**src/rtl/triumph_prefetch_buffer.sv**
```systemverilog
// Instruction prefetch buffer: sequential fetch requests, in-order response FIFO, branch flush/drain.
// Optional same-cycle response bypass when TRIUMPH_PREFETCH_BYPASS_EN is defined.
module triumph_prefetch_buffer #(
    parameter int unsigned DEPTH    = 4,
    parameter logic [31:0] RESET_PC = 32'h0000_0000
) (
    input  logic        clk_i,
    input  logic        rst_i,
    output logic        instr_req_o,
    output logic [31:0] instr_addr_o,
    input  logic        instr_gnt_i,
    input  logic        instr_rvalid_i,
    input  logic [31:0] instr_rdata_i,
    output logic        fetch_valid_o,
    output logic [31:0] fetch_rdata_o,
    output logic [31:0] fetch_addr_o,
    input  logic        fetch_ready_i,
    input  logic        branch_i,
    input  logic [31:0] branch_addr_i
);
    localparam int unsigned   PW      = (DEPTH > 1) ? $clog2(DEPTH) : 1;
    localparam int unsigned   CW      = PW + 1;
    localparam logic [CW-1:0] DEPTH_C = CW'(DEPTH);
    localparam logic [CW-1:0] ZERO_C  = {CW{1'b0}};

    typedef enum logic [1:0] {
        IDLE  = 2'd0,
        FETCH = 2'd1,
        DRAIN = 2'd2
    } state_t;

    state_t        r_state;
    state_t        w_state_nxt;
    logic          r_req;
    logic [31:0]   r_addr;
    logic [31:0]   r_resp_addr;
    logic [CW-1:0] r_occ;
    logic [CW-1:0] r_out;
    logic [CW-1:0] r_discard;
    logic [PW-1:0] r_rd_ptr;
    logic [PW-1:0] r_wr_ptr;
    logic          r_valid;
    logic [31:0]   r_head_data;
    logic [31:0]   r_head_addr;
    logic [31:0]   r_mem_data [DEPTH];
    logic [31:0]   r_mem_addr [DEPTH];

    logic          w_hs;
    logic          w_rv_fetch;
    logic          w_bypass;
    logic          w_pop;
    logic          w_push;
    logic [31:0]   w_addr_nxt;
    logic [31:0]   w_resp_addr_nxt;
    logic [CW-1:0] w_occ_nxt;
    logic [CW-1:0] w_out_nxt;
    logic [CW-1:0] w_discard_nxt;
    logic [CW-1:0] w_occ_after_pop;
    logic          w_valid_nxt;
    logic [31:0]   w_head_data_nxt;
    logic [31:0]   w_head_addr_nxt;
    logic          w_req_nxt;

    assign w_hs       = r_req & instr_gnt_i;
    // A response arriving together with a branch belongs to the old stream and is dropped.
    assign w_rv_fetch = instr_rvalid_i & (r_state == FETCH) & ~branch_i;
    assign w_pop      = r_valid & fetch_ready_i;

`ifdef TRIUMPH_PREFETCH_BYPASS_EN
    assign w_bypass      = w_rv_fetch & (r_occ == ZERO_C);
    assign w_push        = w_rv_fetch & ~(w_bypass & fetch_ready_i);
    assign fetch_valid_o = r_valid | w_bypass;
    assign fetch_rdata_o = w_bypass ? instr_rdata_i : r_head_data;
    assign fetch_addr_o  = w_bypass ? r_resp_addr : r_head_addr;
`else
    assign w_bypass      = 1'b0;
    assign w_push        = w_rv_fetch;
    assign fetch_valid_o = r_valid;
    assign fetch_rdata_o = r_head_data;
    assign fetch_addr_o  = r_head_addr;
`endif

    assign instr_req_o  = r_req;
    assign instr_addr_o = r_addr;

    // Next-state, address and counter computation
    always_comb begin
        w_state_nxt     = r_state;
        w_addr_nxt      = r_addr;
        w_resp_addr_nxt = r_resp_addr;
        w_occ_nxt       = r_occ;
        w_out_nxt       = r_out;
        w_discard_nxt   = r_discard;
        if (branch_i) begin
            w_addr_nxt      = {branch_addr_i[31:2], 2'b00};
            w_resp_addr_nxt = {branch_addr_i[31:2], 2'b00};
            w_occ_nxt       = ZERO_C;
            w_out_nxt       = ZERO_C;
            if (r_state == DRAIN) begin
                w_discard_nxt = r_discard - CW'(instr_rvalid_i);
            end else begin
                w_discard_nxt = r_out + CW'(w_hs) - CW'(instr_rvalid_i);
            end
            if (w_discard_nxt != ZERO_C) begin
                w_state_nxt = DRAIN;
            end else begin
                w_state_nxt = FETCH;
            end
        end else begin
            case (r_state)
                IDLE: begin
                    w_state_nxt = FETCH;
                end
                FETCH: begin
                    w_occ_nxt = r_occ + CW'(w_push) - CW'(w_pop);
                    w_out_nxt = r_out + CW'(w_hs) - CW'(instr_rvalid_i);
                    if (w_hs) begin
                        w_addr_nxt = r_addr + 32'd4;
                    end else begin
                        w_addr_nxt = r_addr;
                    end
                    if (instr_rvalid_i) begin
                        w_resp_addr_nxt = r_resp_addr + 32'd4;
                    end else begin
                        w_resp_addr_nxt = r_resp_addr;
                    end
                end
                DRAIN: begin
                    w_discard_nxt = r_discard - CW'(instr_rvalid_i);
                    if (w_discard_nxt == ZERO_C) begin
                        w_state_nxt = FETCH;
                    end else begin
                        w_state_nxt = DRAIN;
                    end
                end
                default: begin
                    w_state_nxt = IDLE;
                end
            endcase
        end
        w_req_nxt = (w_state_nxt == FETCH) &&
                    (({1'b0, w_occ_nxt} + {1'b0, w_out_nxt}) < {1'b0, DEPTH_C});
    end

    // Next head entry: the entry behind the popped one, or the incoming word into an empty FIFO
    always_comb begin
        w_occ_after_pop = r_occ - CW'(w_pop);
        w_head_data_nxt = r_head_data;
        w_head_addr_nxt = r_head_addr;
        if (branch_i) begin
            w_valid_nxt = 1'b0;
        end else begin
            w_valid_nxt = (w_occ_nxt != ZERO_C);
            if (w_occ_after_pop != ZERO_C) begin
                w_head_data_nxt = r_mem_data[r_rd_ptr + PW'(w_pop)];
                w_head_addr_nxt = r_mem_addr[r_rd_ptr + PW'(w_pop)];
            end else if (w_push) begin
                w_head_data_nxt = instr_rdata_i;
                w_head_addr_nxt = r_resp_addr;
            end else begin
                w_head_data_nxt = r_head_data;
                w_head_addr_nxt = r_head_addr;
            end
        end
    end

    // FIFO storage
    always_ff @(posedge clk_i) begin
        if (w_push) begin
            r_mem_data[r_wr_ptr] <= instr_rdata_i;
            r_mem_addr[r_wr_ptr] <= r_resp_addr;
        end
    end

    // Control state, counters, pointers and registered outputs
    always_ff @(posedge clk_i or posedge rst_i) begin
        if (rst_i) begin
            r_state     <= IDLE;
            r_req       <= 1'b0;
            r_addr      <= RESET_PC;
            r_resp_addr <= RESET_PC;
            r_occ       <= ZERO_C;
            r_out       <= ZERO_C;
            r_discard   <= ZERO_C;
            r_rd_ptr    <= {PW{1'b0}};
            r_wr_ptr    <= {PW{1'b0}};
            r_valid     <= 1'b0;
            r_head_data <= 32'd0;
            r_head_addr <= 32'd0;
        end else begin
            r_state     <= w_state_nxt;
            r_req       <= w_req_nxt;
            r_addr      <= w_addr_nxt;
            r_resp_addr <= w_resp_addr_nxt;
            r_occ       <= w_occ_nxt;
            r_out       <= w_out_nxt;
            r_discard   <= w_discard_nxt;
            r_valid     <= w_valid_nxt;
            r_head_data <= w_head_data_nxt;
            r_head_addr <= w_head_addr_nxt;
            if (branch_i) begin
                r_rd_ptr <= {PW{1'b0}};
                r_wr_ptr <= {PW{1'b0}};
            end else begin
                r_rd_ptr <= r_rd_ptr + PW'(w_pop);
                r_wr_ptr <= r_wr_ptr + PW'(w_push);
            end
        end
    end

endmodule

```
**config.mk**
```make
export PLATFORM = sky130hd
export DESIGN_NAME = triumph_prefetch_buffer
export DESIGN_NICKNAME = d
export VERILOG_FILES = /design/src/rtl/triumph_prefetch_buffer.sv
export SDC_FILE = /design/constraint.sdc
export NUM_CORES = 1
export LEC_CHECK = 0
export CORE_ASPECT_RATIO = 0.9
export CORE_MARGIN = 5
export CORE_UTILIZATION = 57
export DETAILED_ROUTE_END_ITERATION = 10
export GPL_ROUTABILITY_DRIVEN = 0
export PLACE_DENSITY = 0.8
export SLEW_MARGIN = 5
export SYNTH_ARGS = -nofsm -noshare
export SYNTH_HDL_FRONTEND = slang
export SYNTH_SLANG_ARGS = --single-unit
export TNS_END_PERCENT = 10
```
**constraint.sdc**
```tcl
create_clock -name clk_i -period 8.63 [get_ports clk_i]
set_input_delay 1.726 -clock clk_i [delete_from_list [all_inputs] [get_ports clk_i]]
set_output_delay 1.726 -clock clk_i [all_outputs]
set_load 0.02 [all_outputs]
```
## Word level (Yosys, flattened, before mapping)

Memories as Yosys holds them, arrays and structs flattened.
Index checks and enable logic that the tools add are counted.

| storage, ports and cells | value |
|---|---|
| bits in writable memories | 256 |
| memories | 2 |
| output and inout bits | 98 |
| flip-flop bits (word level) | 145 |
| logic and storage cells | 75 |

| operators by class | value |
|---|---|
| $add $sub $neg | 11 |
| mux-type cells | 27 |
| reductions and logical operators | 14 |
| equal/unequal tests | 3 |
| bitwise logic cells | 5 |
| order comparisons | 1 |

Memories:

| memory | words | width | read ports | clocked after memory_dff | wr ports | line | text |
|---|---|---|---|---|---|---|---|
| r_mem_addr | 4 | 32 | 1 | 0 | 1 | 46 | `logic [31:0] r_mem_addr [DEPTH];` |
| r_mem_data | 4 | 32 | 1 | 0 | 1 | 45 | `logic [31:0] r_mem_data [DEPTH];` |

Operator list:

| kind | count |
|---|---|
| $mux 32 | 10 |
| $add 32x3->32 const B | 2 |
| $mux 3 | 8 |
| $sub 3x1->3 | 4 |
| $mux 2 | 5 |
| $reduce_bool 2->1 | 5 |
| $reduce_bool 3->1 | 3 |
| $add 3x1->3 | 2 |
| $pmux 2 s3 | 1 |
| $reduce_and 2->1 | 3 |
| $add 2x1->2 | 2 |
| $add 3x3->4 | 1 |
| $and 1x1->1 | 4 |
| $eq 2x1->1 const B | 2 |
| $lt 4x3->1 const B | 1 |
| $logic_not 3->1 | 1 |
| $mux 1 | 3 |
| $eq 2x2->1 const B | 1 |
| $logic_not 2->1 | 1 |
| $logic_and 1x1->1 | 1 |
| $not 1->1 | 1 |

## Depth between registers and ports, before layout

Gate-level depths: netlist of the first run.

| depth | value |
|---|---|
| word-level depth | 10 |
| gate-level depth with buffers | 14 |
| mapped depth without buffers | 13 |

## Least setup slack after synthesis of the first run

Ideal clock, no wire load.

| path | value |
|---|---|
| kind | in2reg |
| start point | input port branch_i |
| end point | memory r_mem_addr[1][10], enable pin |
| setup slack | 1.307 ns |
| arrival | 6.751 ns |
| required time | 8.059 ns |
| buffers on the path | 1 |
| stages on the path | 4 |
| cells stage by stage | clkbuf_1 -> nor2_1 -> inv_1 -> nor3b_1 |

| on the way | value |
|---|---|
| cells in the longest elaborated chain, start to end | 4 |

Ends and longest elaborated chain:

| element | line | text |
|---|---|---|
| start, declared | 18 | `input logic branch_i,` |
| $not 1->1 (no source line) | n/a |  |
| $and 1x1->1 | 66 | `assign w_rv_fetch = instr_rvalid_i & (r_state == FETCH) & ~branch_i;` |
| $mux 1 | 169 | `if (w_push) begin` |
| $mux 1 (implied by the code) | 171 | `r_mem_addr[r_wr_ptr] <= r_resp_addr;` |
| end, declared | 46 |  |

No other way between the ends.

## Worst setup path in the final report of the first run

| path | value |
|---|---|
| start point | input port instr_rvalid_i |
| end point | register r_req (netlist: instr_req_o) |

| on the way | value |
|---|---|
| cells in the longest elaborated chain, start to end | 9 |

Ends and longest elaborated chain:

| element | line | text |
|---|---|---|
| start, declared | 12 | `input logic instr_rvalid_i,` |
| $and 1x1->1 (2 in series) | 66 |  |
| $add 3x1->3 | 115 | `w_occ_nxt = r_occ + CW'(w_push) - CW'(w_pop);` |
| $sub 3x1->3 | 115 |  |
| $mux 3 | 110 | `case (r_state)` |
| $mux 3 | 94 | `if (branch_i) begin` |
| named net w_occ_nxt[2] | 55 | `logic [CW-1:0] w_occ_nxt;` |
| $add 3x3->4 | 142 | `(({1'b0, w_occ_nxt} + {1'b0, w_out_nxt}) < {1'b0, DEPTH_C});` |
| $lt 4x3->1 | 142 |  |
| $logic_and 1x1->1 | 141 | `w_req_nxt = (w_state_nxt == FETCH) &&` |
| named net w_req_nxt | 62 | `logic w_req_nxt;` |
| end signal, assigned | 192 | `r_req <= w_req_nxt;` |
| end, declared | 34 | `logic r_req;` |

The timed path passes the listed nets, and every way through them passes these cells. The select of a mux whose other input is x is not followed.
A chain may end at the register's enable or synchronous reset.

==> summary.txt, run 1 <==
CP most frequent cell: ha_1
Worst path max stage delay: 0.72 ns
First-pass GRT wire length: 57800 um
Register area share after synthesis: 0.667
Cell taking the most area after synthesis: edfxtp_1
Clock Latency Late Sink: 0.52 ns
Status: finished clean
PwrDens: 255 nW/um2
Worst min-delay path category: reg -> reg
I/O Buffers: 161
Starting Density: 0.582
Post-CTS sizing: 0
Asr flop ratio synth: 0.359
Rows: 58
Critical Path AT: 5.34 ns
Critical path's slowest cell: clkdlybuf4s50_1
Post-route ant nets: 0
Commonest cells post-synth: edfxtp_1 (248), dfrtp_1 (139), nand2_1 (66), mux4_2 (62), o21ai_0 (44)
Avg Vias per Cell: 6.26
Die W: 189 um
Clock sink count: 387
Fin Hold WS: 0.478 ns
Final setup viols: 0
Initial DRC Count: 856
Initial antenna violation count: 0
Setup bufs post-CTS: 0
Synthesized instance count: 1068
Final period utilization: 0.570
Routed wire per std cell: 22.4 um
H-tree depth: 2
IO Pins: 168
Most numerous cell in the Yosys netlist: edfxtp_1
Synth area leaders: edfxtp_1 (45%), dfrtp_1 (21%), mux4_2 (8.5%), mux2i_1 (2.4%), a2bb2oi_1 (1.6%)
Die area: 32200 um2
Ys flop type: edfxtp_1
Largest net degree at the start of global routing: 93
CP cell instances: clkdlybuf4s50_1 -> nand3b_4 -> nor2_1 -> inv_1 -> ha_1 -> inv_1 -> ha_1 -> fa_1 -> xor2_1 -> or3_1 -> a21oi_1 -> ha_1 -> or3_1 -> a311oi_1
Clock buffer depth: 3
Final hold vios: 0
HPWL after DPL: 21800 um
ANT cells: 0
Final Max Tran Viols: 0
Gr usage total: 0.226
DRC viols: 0
Root Driver: clkbuf_16
Vias in the first global route: 10506
Area grow syn2layout: 19.7%
Drt first pass iters: 5
Post-place setup slack: 3.13 ns
MaxCap Viol Count: 0
CTS tree: built
PnR worst setup slack: 3.71 ns
Core area: 28200 um2
Vias: 10090
Yosys reg bits: 387
GRT Residual Overflow: 0
Post-Syn Area: 16400 um2
Clk_skew: 0.0174 ns
Cts bufs inserted: 39
Layout cell share with drive strength beyond 1: 0.138
Post-synthesis cell type count: 63
CTS clk-pin slew, worst paths: 0.06 ns
Nets: 1306
Final WL: 36100 um
CP max FO: 6
Internal reg-to-reg setup slack: 5.08 ns
Yosys warns: 0
RSZ-0062 raised after global routing: no
Startpoint Class: input port
Chip height: 171 um
Number of enable flip-flop cells after synthesis: 248
FMAX: 203 MHz
Critical path class: in -> reg
Peak VDD IR: 0.000127 V
CTS Hold Bufs: 0
Worst-margin pin slew: 1.13 ns
CP required: 9.05 ns
Synth Area per Inst: 15.3 um2
Slew Limit Headroom: 0.248
Crit end category: flip-flop
Final TNS setup: 0 ns
Static leakage: 7.12 nW
Synth top area share: 0.455
Minimum clock period: 4.92 ns
-- logic make-up after synthesis --
kind of cell	Yosys count	share of synthesized area
simple gates	255	0.0867
flops	387	0.667
compound gates	180	0.0755
fa+ha+maj	15	0.0124
xor+xnor	28	0.0158
other cells	1	0.000229
buf+inv	86	0.0231
mux	116	0.119
-- worst paths after layout --
| kind | startpoint | end | cells after the start |
|---|---|---|---|
| hold / removal | fetch_rdata_o[20]$_DFFE_PP0P_ | fetch_rdata_o[20]$_DFFE_PP0P_ | 2 |
| setup / recovery | instr_rvalid_i | instr_req_o$_DFF_PP0_ | 14 |
| hold reg to reg | fetch_rdata_o[20]$_DFFE_PP0P_ | fetch_rdata_o[20]$_DFFE_PP0P_ | 2 |
| setup reg to reg | r_state[0]$_DFF_PP0_ | instr_req_o$_DFF_PP0_ | 13 |
| min in group asynchronous | rst_i | fetch_rdata_o[13]$_DFFE_PP0P_ | 2 |
| max in group asynchronous | rst_i | instr_addr_o[23]$_DFFE_PP0P_ | 3 |
-- worst max-delay path: cells and delay by family --
family                   cells  cell delay (ns)
adder cells (fa/ha/maj)      4             1.11
AND/OR/NAND/NOR              4             1.03
buffers and inverters        3             0.89
AO/OA/AOI/OAI                2             0.43
XOR/XNOR                     1             0.15
-- layer usage --
layer | global-route usage | wire length, um | part of all wire
met5 | 0 | 0 | 0
met4 | 0.0554 | 619 | 0.017
met3 | 0.0384 | 2520 | 0.070
met2 | 0.380 | 17700 | 0.49
met1 | 0.315 | 15200 | 0.42
-- cells in the final DEF, fill, tap and decap left out, drive strengths merged, types with 11 or more instances in the layout --
cell,count
ha,13
buf,14
and4,13
mux2i,40
a2bb2oi,30
or3,11
xnor2,11
mux2,14
nor4,18
a31oi,13
mux4,62
xor2,16
o21ai,44
nand4,18
o31a,14
and3,11
dfrtp,139
nor3,20
inv,22
clkdlybuf4s50,160
nor2,35
o31ai,11
o22ai,32
nand2,66
nand3,18
edfxtp,248
clkbuf,55
nand2b,11
a21oi,13
-- through the flow --
step / power (W) / std cells / util / instance area [um2]
final: 0.00501 / 1612 / 0.696 / 19600
after global routing: 0.00523 / 1612 / 0.696 / 19600
after CTS: 0.00506 / 1612 / 0.696 / 19600
after detailed placement: 0.00337 / 1540 / 0.651 / 18300
after global placement: 0.00333 / 1540 / 0.651 / 18300
after floorplan: 0.00288 / 1071 / - / 16400
-- sequential cells by signal, summed over array words and instances (netlist names) --
register       cells
fetch_valid_o      1
r_occ              3
r_rd_ptr           2
r_wr_ptr           2
r_mem_addr       120
r_state            2
r_discard          3
r_resp_addr       30
fetch_addr_o      30
fetch_rdata_o     32
instr_req_o        1
instr_addr_o      30
r_out              3
r_mem_data       128
-- layout make-up --
class,count,area (um2)
repair buffers,174,1700
flip-flops and latches,387,10900
well taps,360,450
multi-input cells,598,5160
clock buffers,55,1110
inverters,21,83.8
fillers,1855,8550
clock inverters,17,181
-- power by group --
part	switching (W)	internal (W)	leakage (nW)
clock network	0.000680	0.000991	0.619
registers	0.000173	0.00218	3.87
logic	0.000507	0.000474	2.63
(Power assumes the default switching activity.)
==> run 2, diff against run 1 <==
CORE_UTILIZATION = 51   (was 57)
PLACE_DENSITY = 0.76   (was 0.8)
clock period = 4.52 ns   (was 8.63 ns; I/O delays follow)
==> run 2 against run 1 <==
Critical path depth stayed put. Count of clock-buffer cells in the layout fell by 5. Die area increased by 11%. Final cell count increased by 4.2%. Power up 92%. Sequential power is 91% higher. Via count is 0.50% higher. Core utilization is 7.2 points lower. Setup slack got worse by 3.1 ns. Wire length up 0.84%. Combinational power grew 91%. Sequential cell count unchanged. Highest routed layer unchanged.
==> summary.txt, run 2 (synthesized netlist as in run 1, its figures left out) <==
Gr usage total: 0.203
Cells after DPL: 1608
Slew Limit Headroom: 0.360
Initial DRC Count: 769
Critical path class: in -> reg
Avg Vias per Cell: 6.04
Drt first pass iters: 4
Post-route cell area: 19900 um2
Vias: 10140
Largest net degree at the start of global routing: 84
RSZ-0062 raised after global routing: no
CTS clk-pin slew, worst paths: 0.06 ns
Critical path's slowest cell: clkdlybuf4s50_1
Status: finished clean
Static leakage: 7.20 nW
Critical Path Start: instr_rvalid_i
GRT Residual Overflow: 0
MaxCap Viol Count: 0
CP required: 4.95 ns
Layout cell share with drive strength beyond 1: 0.149
Final setup viols: 0
CP max FO: 5
CP most frequent cell: ha_1
Max reg flops: 128
IO Pins: 168
CTS Hold Bufs: 0
Final Max Tran Viols: 0
Starting Density: 0.515
Post-Layout Cell Count: 1680
Final TNS setup: 0 ns
Post-place setup slack: 0.0946 ns
Core area: 31800 um2
Clock sink count: 387
Post-route ant nets: 0
PnR worst setup slack: 0.654 ns
First-pass GRT wire length: 58200 um
Final hold vios: 0
Worst-margin pin slew: 0.953 ns
Setup bufs post-CTS: 0
HPWL after DPL: 22600 um
Chip height: 180 um
Nets: 1318
Critical Path AT: 4.30 ns
Rows: 62
CP cell instances: clkdlybuf4s50_1 -> nand3b_4 -> nor2_1 -> inv_1 -> ha_1 -> inv_1 -> ha_1 -> fa_1 -> xor2_1 -> or3_1 -> a21oi_1 -> ha_1 -> or3_1 -> a311oi_1
Cts bufs inserted: 39
Worst path max stage delay: 0.54 ns
Clock Latency Late Sink: 0.54 ns
Minimum clock period: 3.87 ns
Final Power: 0.00964 W
PwrDens: 485 nW/um2
Area grow syn2layout: 21.3%
I/O Buffers: 161
Reg2Reg Launch Point: r_state[0]$_DFF_PP0_
Clk_skew: 0.0304 ns
Peak VDD IR: 0.000343 V
Startpoint Class: input port
Initial antenna violation count: 0
DRC viols: 0
Post-CTS sizing: 0
H-tree depth: 2
Die W: 199 um
Die area: 35800 um2
CTS tree: built
Internal reg-to-reg setup slack: 0.97 ns
Top reg by flops: r_mem_data
Vias in the first global route: 10409
ANT cells: 0
Final WL: 36400 um
Root Driver: clkbuf_16
Commonest non-fill, non-tap cell in the layout: edfxtp_1
Final-layout fill cell count: 2306
Worst min-delay path category: reg -> reg
Routed wire per std cell: 21.6 um
Final period utilization: 0.855
Hold_sp: fetch_rdata_o[4]$_DFFE_PP0P_
Commonest cells after routing, fill and taps aside: edfxtp_1 (248), clkdlybuf4s50_1 (160), dfrtp_1 (139)
Placed Area: 18600 um2
Crit end category: flip-flop
Clock buffer depth: 3
FMAX: 259 MHz
==> run 2: path summary, 6_finish.rpt <==
| kind | to | cells past startpoint |
|---|---|---|
| worst max-delay path | instr_req_o$_DFF_PP0_ | 14 |
| worst min-delay path | fetch_rdata_o[4]$_DFFE_PP0P_ | 2 |
| worst max register to register | instr_req_o$_DFF_PP0_ | 13 |
| worst min register to register | fetch_rdata_o[4]$_DFFE_PP0P_ | 2 |
| max in group asynchronous | fetch_rdata_o[8]$_DFFE_PP0P_ | 3 |
| min in group asynchronous | fetch_rdata_o[16]$_DFFE_PP0P_ | 2 |
==> run 2: per-stage QoR <==
| stage | hold slack, ns | utilization |
|---|---|---|
| 5_1_grt | 0.520 | 0.625 |
| 3_3_place_gp | 0.461 | 0.584 |
| 4_1_cts | 0.484 | 0.625 |
| 6_report | 0.481 | 0.625 |
| 2_1_floorplan | 0.517 | - |
| 3_5_place_dp | 0.471 | 0.584 |
==> run 2: final cells by class <==
type,count,area [um2],area share
tap,416,520,0.0262
sequential,387,10900,0.550
inverter,21,83.8,0.00422
clock inverter,22,244,0.0123
multi-input combinational,598,5160,0.260
timing repair buffer,186,1870,0.0941
clock buffer,50,1070,0.0538
==> run 2: routing by layer <==
metal / vias up / GRT usage / wire length, um
met1: 5194 / 0.298 / 15800
met4: 0 / 0.0460 / 687
met5: - / 0 / 0
met3: 54 / 0.0372 / 2420
li1: 4534 / - / -
met2: 358 / 0.320 / 17400
==> run 2: critical path: cells and delay by family <==
family          cells  cell delay (ns)
fa+ha+maj           4             1.12
simple gates        4             0.96
buf+inv             3             0.66
compound gates      2             0.48
xor+xnor            1             0.17
==> run 2: power by group <==
| group | leakage, nW | internal (W) | total (W) | switching (W) |
|---|---|---|---|---|
| logic | 2.71 | 0.000913 | 0.00187 | 0.000958 |
| registers | 3.87 | 0.00417 | 0.00450 | 0.000334 |
| clock network | 0.624 | 0.00192 | 0.00326 | 0.00134 |
==> run 3, diff against run 2 <==
SKIP_LAST_GASP = 1   (was default)
==> results of run 3 <==
The final DEF is identical to that of run 2; final timing and power are the same.
